===== config.mk =====
export PLATFORM = sky130hd
export DESIGN_NAME = ps2_scan_rx
export DESIGN_NICKNAME = d
export VERILOG_FILES = /design/src/rtl/ps2_pkg.sv /design/src/rtl/ps2_frame_rx.sv /design/src/rtl/ps2_scan_rx.sv
export SDC_FILE = /design/constraint.sdc
export NUM_CORES = 1
export LEC_CHECK = 0
export ABC_AREA = 1
export BUFFER_PORTS_ARGS = -buffer_cell sky130_fd_sc_hd__buf_4
export CAP_MARGIN = 0
export CORE_MARGIN = 4
export CORE_UTILIZATION = 55
export CTS_CLUSTER_DIAMETER = 50
export DETAILED_ROUTE_END_ITERATION = 8
export GPL_TIMING_DRIVEN = 0
export HOLD_SLACK_MARGIN = 0.12
export PLACE_DENSITY = 0.74
export SLEW_MARGIN = 25
export SYNTH_ARGS = -nofsm -noshare
export SYNTH_HDL_FRONTEND = slang
export SYNTH_SLANG_ARGS = --single-unit

===== constraint.sdc =====
create_clock -name CLOCK_50 -period 1.85 [get_ports CLOCK_50]
set_input_delay 0.185 -clock CLOCK_50 [delete_from_list [all_inputs] [get_ports CLOCK_50]]
set_output_delay 0.185 -clock CLOCK_50 [all_outputs]
set_load 0.05 [all_outputs]

===== src/rtl/ps2_pkg.sv =====
// Shared definitions for the PS/2 keyboard receive path: frame FSM
// state encoding, scan-code prefix constants and default timing values.
`timescale 1ns/1ps
package ps2_pkg;

  typedef enum logic [1:0] {
    IDLE   = 2'd0,
    DATA   = 2'd1,
    PARITY = 2'd2,
    STOP   = 2'd3
  } rx_state_t;

  localparam logic [7:0] SC_EXT = 8'hE0;
  localparam logic [7:0] SC_BRK = 8'hF0;

  localparam int DEF_FILTER_LEN  = 8;
  localparam int DEF_TIMEOUT_CYC = 50000;

endpackage


===== src/rtl/ps2_frame_rx.sv =====
// PS/2 frame receiver: pin synchronisers, clock glitch filter, frame FSM
// (start / 8 data LSB first / odd parity / stop), inter-bit timeout and
// registered byte_valid / error pulses.
`timescale 1ns/1ps
module ps2_frame_rx import ps2_pkg::*; #(
  parameter int FILTER_LEN  = DEF_FILTER_LEN,
  parameter int TIMEOUT_CYC = DEF_TIMEOUT_CYC
) (
  input  logic       CLOCK_50,
  input  logic       Resetn,
  input  logic       PS2_CLK,
  input  logic       PS2_DAT,
  output logic [7:0] rx_byte,
  output logic       byte_valid,
  output logic       parity_err,
  output logic       frame_err
);

  localparam int FW = $clog2(FILTER_LEN + 1);
  localparam int TW = $clog2(TIMEOUT_CYC + 1);
  localparam logic [FW-1:0] FILT_LAST = FW'(FILTER_LEN - 1);
  localparam logic [TW-1:0] TMO_LAST  = TW'(TIMEOUT_CYC - 1);

  logic          clk_meta, clk_sync, dat_meta, dat_sync;
  logic          clk_filt;
  logic [FW-1:0] filt_cnt;
  logic          fall;
  rx_state_t     state, next_state;
  logic [2:0]    bit_cnt;
  logic [7:0]    data_sr;
  logic          par_bit;
  logic [TW-1:0] tmo_cnt;
  logic          tmo_hit;
  logic          frame_ok, par_bad, stop_bad;

  // Two-flop synchronisers; idle-high lines so they come out of reset at 1
  always_ff @(posedge CLOCK_50) begin
    if (!Resetn) begin
      clk_meta <= 1'b1;
      clk_sync <= 1'b1;
      dat_meta <= 1'b1;
      dat_sync <= 1'b1;
    end else begin
      clk_meta <= PS2_CLK;
      clk_sync <= clk_meta;
      dat_meta <= PS2_DAT;
      dat_sync <= dat_meta;
    end
  end

  // Filtered clock follows the synchronised clock only after it has
  // disagreed for FILTER_LEN consecutive samples
  always_ff @(posedge CLOCK_50) begin
    if (!Resetn) begin
      clk_filt <= 1'b1;
      filt_cnt <= '0;
    end else if (clk_sync == clk_filt) begin
      filt_cnt <= '0;
    end else if (filt_cnt == FILT_LAST) begin
      clk_filt <= clk_sync;
      filt_cnt <= '0;
    end else begin
      filt_cnt <= filt_cnt + FW'(1);
    end
  end

  // Accepted falling edge: the cycle in which the filtered clock drops
  assign fall = clk_filt & ~clk_sync & (filt_cnt == FILT_LAST);

  // Inter-edge watchdog, only armed while a frame is in progress
  always_ff @(posedge CLOCK_50) begin
    if (!Resetn) begin
      tmo_cnt <= '0;
    end else if (state == IDLE || fall || tmo_hit) begin
      tmo_cnt <= '0;
    end else begin
      tmo_cnt <= tmo_cnt + TW'(1);
    end
  end

  assign tmo_hit = (state != IDLE) && !fall && (tmo_cnt == TMO_LAST);

  // Frame FSM state register
  always_ff @(posedge CLOCK_50) begin
    if (!Resetn) state <= IDLE;
    else         state <= next_state;
  end

  // Frame FSM next-state logic; a timeout abandons any partial frame
  always_comb begin
    next_state = state;
    case (state)
      IDLE:    if (fall && !dat_sync)      next_state = DATA;
      DATA:    if (fall && bit_cnt == 3'd7) next_state = PARITY;
      PARITY:  if (fall)                   next_state = STOP;
      STOP:    if (fall)                   next_state = IDLE;
      default:                             next_state = IDLE;
    endcase
    if (tmo_hit) next_state = IDLE;
  end

  // Bit counter, data shift register and parity latch
  always_ff @(posedge CLOCK_50) begin
    if (!Resetn) begin
      bit_cnt <= 3'd0;
      data_sr <= 8'h00;
      par_bit <= 1'b0;
    end else if (fall) begin
      case (state)
        IDLE:   bit_cnt <= 3'd0;
        DATA: begin
          data_sr[bit_cnt] <= dat_sync;
          bit_cnt          <= bit_cnt + 3'd1;
        end
        PARITY: par_bit <= dat_sync;
        default: ;
      endcase
    end
  end

  // Stop-bit verdict: parity is judged first so only one error can fire
  always_comb begin
    frame_ok = 1'b0;
    par_bad  = 1'b0;
    stop_bad = 1'b0;
    if (state == STOP && fall) begin
      if (!(^{data_sr, par_bit})) par_bad  = 1'b1;
      else if (dat_sync)          frame_ok = 1'b1;
      else                        stop_bad = 1'b1;
    end
  end

  // Registered result pulses and the held received byte
  always_ff @(posedge CLOCK_50) begin
    if (!Resetn) begin
      rx_byte    <= 8'h00;
      byte_valid <= 1'b0;
      parity_err <= 1'b0;
      frame_err  <= 1'b0;
    end else begin
      byte_valid <= frame_ok;
      parity_err <= par_bad;
      frame_err  <= stop_bad | tmo_hit;
      if (frame_ok) rx_byte <= data_sr;
    end
  end

endmodule


===== src/rtl/ps2_scan_rx.sv =====
// Keyboard receive front end: framed PS/2 byte receiver plus a prefix
// tracker that folds E0/F0 prefixes into a single key event.
`timescale 1ns/1ps
module ps2_scan_rx import ps2_pkg::*; #(
  parameter int FILTER_LEN  = DEF_FILTER_LEN,
  parameter int TIMEOUT_CYC = DEF_TIMEOUT_CYC
) (
  input  logic       CLOCK_50,
  input  logic       Resetn,
  input  logic       PS2_CLK,
  input  logic       PS2_DAT,
  output logic [7:0] rx_byte,
  output logic       byte_valid,
  output logic [7:0] key_code,
  output logic       key_break,
  output logic       key_ext,
  output logic       key_valid,
  output logic       parity_err,
  output logic       frame_err
);

  logic brk_pend, ext_pend;

  ps2_frame_rx #(
    .FILTER_LEN  (FILTER_LEN),
    .TIMEOUT_CYC (TIMEOUT_CYC)
  ) u_frame_rx (
    .CLOCK_50   (CLOCK_50),
    .Resetn     (Resetn),
    .PS2_CLK    (PS2_CLK),
    .PS2_DAT    (PS2_DAT),
    .rx_byte    (rx_byte),
    .byte_valid (byte_valid),
    .parity_err (parity_err),
    .frame_err  (frame_err)
  );

  // Prefix tracker: prefixes set sticky flags, any other byte closes the
  // event, and a dropped frame forgets any half-built prefix sequence
  always_ff @(posedge CLOCK_50) begin
    if (!Resetn) begin
      brk_pend  <= 1'b0;
      ext_pend  <= 1'b0;
      key_code  <= 8'h00;
      key_break <= 1'b0;
      key_ext   <= 1'b0;
      key_valid <= 1'b0;
    end else begin
      key_valid <= 1'b0;
      if (parity_err || frame_err) begin
        brk_pend <= 1'b0;
        ext_pend <= 1'b0;
      end else if (byte_valid) begin
        if (rx_byte == SC_EXT) begin
          ext_pend <= 1'b1;
        end else if (rx_byte == SC_BRK) begin
          brk_pend <= 1'b1;
        end else begin
          key_code  <= rx_byte;
          key_break <= brk_pend;
          key_ext   <= ext_pend;
          key_valid <= 1'b1;
          brk_pend  <= 1'b0;
          ext_pend  <= 1'b0;
        end
      end
    end
  end

endmodule


==> results.toml <==
[drt]
via_count = 2649
wl_per_cell_um = 11.31
vias_per_cell = 4.998
first_iter_violations = 139
wirelength_um = 5993
wl_met3_um = 197
route.detailed.drc = 0
drtPass1Iterations = 5
top_layer = "met4"
wl_met2_um = 2877
routedLengthMet1_um = 2760
ant_nets = 0

[critical_path]
cp_max_fo = 10
worstSetupStartpointType = "register"
regToRegStartpoint = "u_frame_rx.filt_cnt[1]$_SDFF_PP0_"
reg2regPathDepth = 9
cp_data_arrival_time_ps = 1870
r2r_end = "u_frame_rx.rx_byte[7]$_SDFFE_PN0P_"
critPathCaptureType = "register"
r2r_slack_ps = 190
path_class = "register to register"
cpLargestDelayFamily = "simple AND/OR/NAND/NOR gates"
slowest_delay_ps = 370
cp_num_buf_inv = 1
worstPathRequired_ps = 2060
crit_slowest_cell = "dfxtp_1"
path_cells = "ha_4 > nand3_4 > nor2_4 > nand2_2 > nor2_4 > nand3_4 > buf_6 > nand2_1 > a21oi_2"

[global_route]
grt_first_pass_wirelength_um = 10270
antenna_found_initial = 0
grt_max_degree = 12
track_usage = 0.2017
first_global_vias = 2392
globalRoute.totalOverflow = 0

[finish]
finalNetCount = 469
antenna_cells = 0
layout-drive-gt1-share = 0.1522
post-route-util = 0.6725
area_delta_synth_final_pct = 17.40

[run_status]
status = "finished, final reports clean"

[worst_hold_path]
hp-start = "Resetn"
hold_end = "u_frame_rx.data_sr[7]$_SDFFE_PN0P_"
hp-class = "input port to register"
holdPathStages = 3

[timing]
rsz0062_at_grt = "no"
report.final.slew_viol_count = 0
max_freq_mhz = 601.1
finalCriticalPeriod_ps = 1664
setup_tns_ps = 0
slew_headroom = 0.6422
hold_viol = 0
worstMarginPinSlew_ps = 536.6
finalCritPeriodShare = 0.8993
finalClockSkew_ps = 8.246
setup_violations = 0

[floorplan]
dieArea_um2 = 6625
fp.dieH_um = 81.40
fp.coreArea_um2 = 5172
row_count = 26
die_x_um = 81.40
io_pins = 26
start_util = 0.5728

[power]
internal_power_mw = 1.992
p_seq_frac = 0.535
swShare = 0.2170
p_switching_mw = 0.5522
power_leakage_nw = 1.426
peakVddDrop_mv = 0.5547
powerDensity_nw_per_um2 = 731.4
pwr-share-clk = 0.448
combPwrFrac = 0.017

[clocking]
path_clk_slew_ps = 70
clockRootBuffer = "clkbuf_8"
cts_tree = "yes"
clock_sinks = 63
cts_buffer_depth = 2
h-tree-depth = 3
insertion_delay_ps = 340
cts_buffers = 9

[logic_synthesis]
synthCells = 417
synth_top_cell_area_share = 0.4257
ys_types = 36
ys_seq_area_frac = 0.4257
yosys-top-cells-area = "dfxtp_1, nand2_1, nor2_1, inv_1, a21oi_1"
synth.avg_cell_area_um2 = 7.105
syn-cell-area_um2 = 2963
ys_warn_count = 0
ys_ff_latch = 63
synth_nets = 431
yosys.area.top_type = "dfxtp_1"

[job]
cap_violations = 0

[place]
port-buffer-count = 24
gp_congestion = 0.7857
dp_hpwl_um = 4488
[worst max path at each step]
stage / to / startpoint / slack, ps / cells after the start
6_report: u_frame_rx.rx_byte[7]$_SDFFE_PN0P_ / u_frame_rx.filt_cnt[1]$_SDFF_PP0_ / 190 / 9
5_1_grt: u_frame_rx.rx_byte[6]$_SDFFE_PN0P_ / u_frame_rx.filt_cnt[1]$_SDFF_PP0_ / 30 / 10
4_1_cts: u_frame_rx.data_sr[1]$_SDFFE_PN0P_ / u_frame_rx.filt_cnt[0]$_SDFF_PP0_ / 120 / 8
3_5_place_dp: u_frame_rx.tmo_cnt[10]$_SDFF_PP0_ / u_frame_rx.tmo_cnt[0]$_SDFF_PP0_ / 130 / 9
3_3_place_gp: u_frame_rx.tmo_cnt[10]$_SDFF_PP0_ / u_frame_rx.tmo_cnt[0]$_SDFF_PP0_ / 170 / 9
2_1_floorplan: key_break$_SDFFE_PN0P_ / u_frame_rx.rx_byte[5]$_SDFFE_PN0P_ / 300 / 7
[area by class of cell]
cell class | instances | area [um2]
Clock inverter | 6 | 61.31
Timing Repair Buffer | 27 | 207.7
Multi-Input combinational cell | 291 | 1481
Inverter | 53 | 198.9
Buffer | 10 | 51.30
Clock buffer | 10 | 127.6
Fill cell | 444 | 1694
Sequential cell | 63 | 1262
Tap cell | 70 | 87.58
[cell usage in the layout (no fill, tap or decap), drive strengths merged, types with 4 or more instances in the layout]
cell type	count
or2	8
ha	10
nand2	109
nand3	27
buf	29
clkbuf	16
inv	51
clkinv	6
nor2	60
nand4	4
xnor2	4
a21oi	34
o21ai	10
dfxtp	63
nor3	10
[worst reg2reg max path, cell delays in order (launching register included)]
cell	delay (ps)
dfxtp_1	370
ha_4	170
nand3_4	100
nor2_4	210
nand2_2	110
nor2_4	160
nand3_4	140
buf_6	170
nand2_1	70
a21oi_2	50
[per-stage QoR]
step	hold WS [ps]	total power [mW]	cells	area [um2]	worst slack, ps
final	235.4	2.544	530	3478	186.3
after global routing	242.9	2.638	530	3478	27.72
after CTS	225.1	2.564	529	3440	117.3
after detailed placement	376.3	1.432	511	3231	134.1
after global placement	372.0	1.432	511	3231	172.2
after floorplan	291.6	1.419	417	2963	300.2
[repair_timing]
| action | in CTS | in global routing |
|---|---|---|
| hold endpoints to repair | 2 | 0 |
| gates resized for setup | 0 | 7 |
| buffers inserted | 0 | 1 |
| hold buffers | 2 | 0 |
| setup endpoints to repair | 0 | 24 |
[Yosys cell counts, drive strengths merged]
| library cell | n |
|---|---|
| a21oi | 34 |
| a311oi | 2 |
| a31oi | 3 |
| and3 | 1 |
| buf | 4 |
| clkbuf | 6 |
| clkinv | 2 |
| dfxtp | 63 |
| ha | 10 |
| inv | 51 |
| nand2 | 109 |
| nand3 | 27 |
| nand4 | 4 |
| nor2 | 60 |
| nor3 | 10 |
| nor4 | 3 |
| o211ai | 2 |
| o21ai | 10 |
| o22ai | 1 |
| o311ai | 1 |
| o32ai | 1 |
| or2 | 8 |
| xnor2 | 4 |
| xor2 | 1 |
[routing by layer]
layer | up-vias | GRT usage
met1 | 1180 | 0.2495
met5 | - | 0
li1 | 1414 | -
met4 | 0 | 0.1233
met2 | 39 | 0.3208
met3 | 16 | 0.04102
[sequential cells by signal, summed over array words and instances, names as in the netlist, 2 cells and up]
name,cells
u_frame_rx.data_sr,8
u_frame_rx.rx_byte,8
u_frame_rx.state,2
u_frame_rx.filt_cnt,4
u_frame_rx.bit_cnt,3
key_code,8
u_frame_rx.tmo_cnt,16
[kinds of logic (layout without fill, tap and decap cells)]
kind of cell	after synthesis	after routing	share of synthesized area
xor gates and xnor gates	5	5	0.01478
buffers and inverters	63	106	0.08446
AOI/OAI and AO/OA	54	54	0.1009
adders and majority gates	10	10	0.04223
and+or+nand+nor	222	222	0.3319
DFF	63	63	0.4257
[power by group through the flow]
stage                     registers, mW  clock network [mW]  logic [mW]
after floorplan                    1.39                   0      0.0267
after global placement             1.39                   0      0.0392
after detailed placement           1.39                   0      0.0396
after CTS                          1.36                1.16      0.0430
after global routing               1.36                1.23      0.0486
final                              1.36                1.14      0.0427
Power figures use the tool's default switching activity.
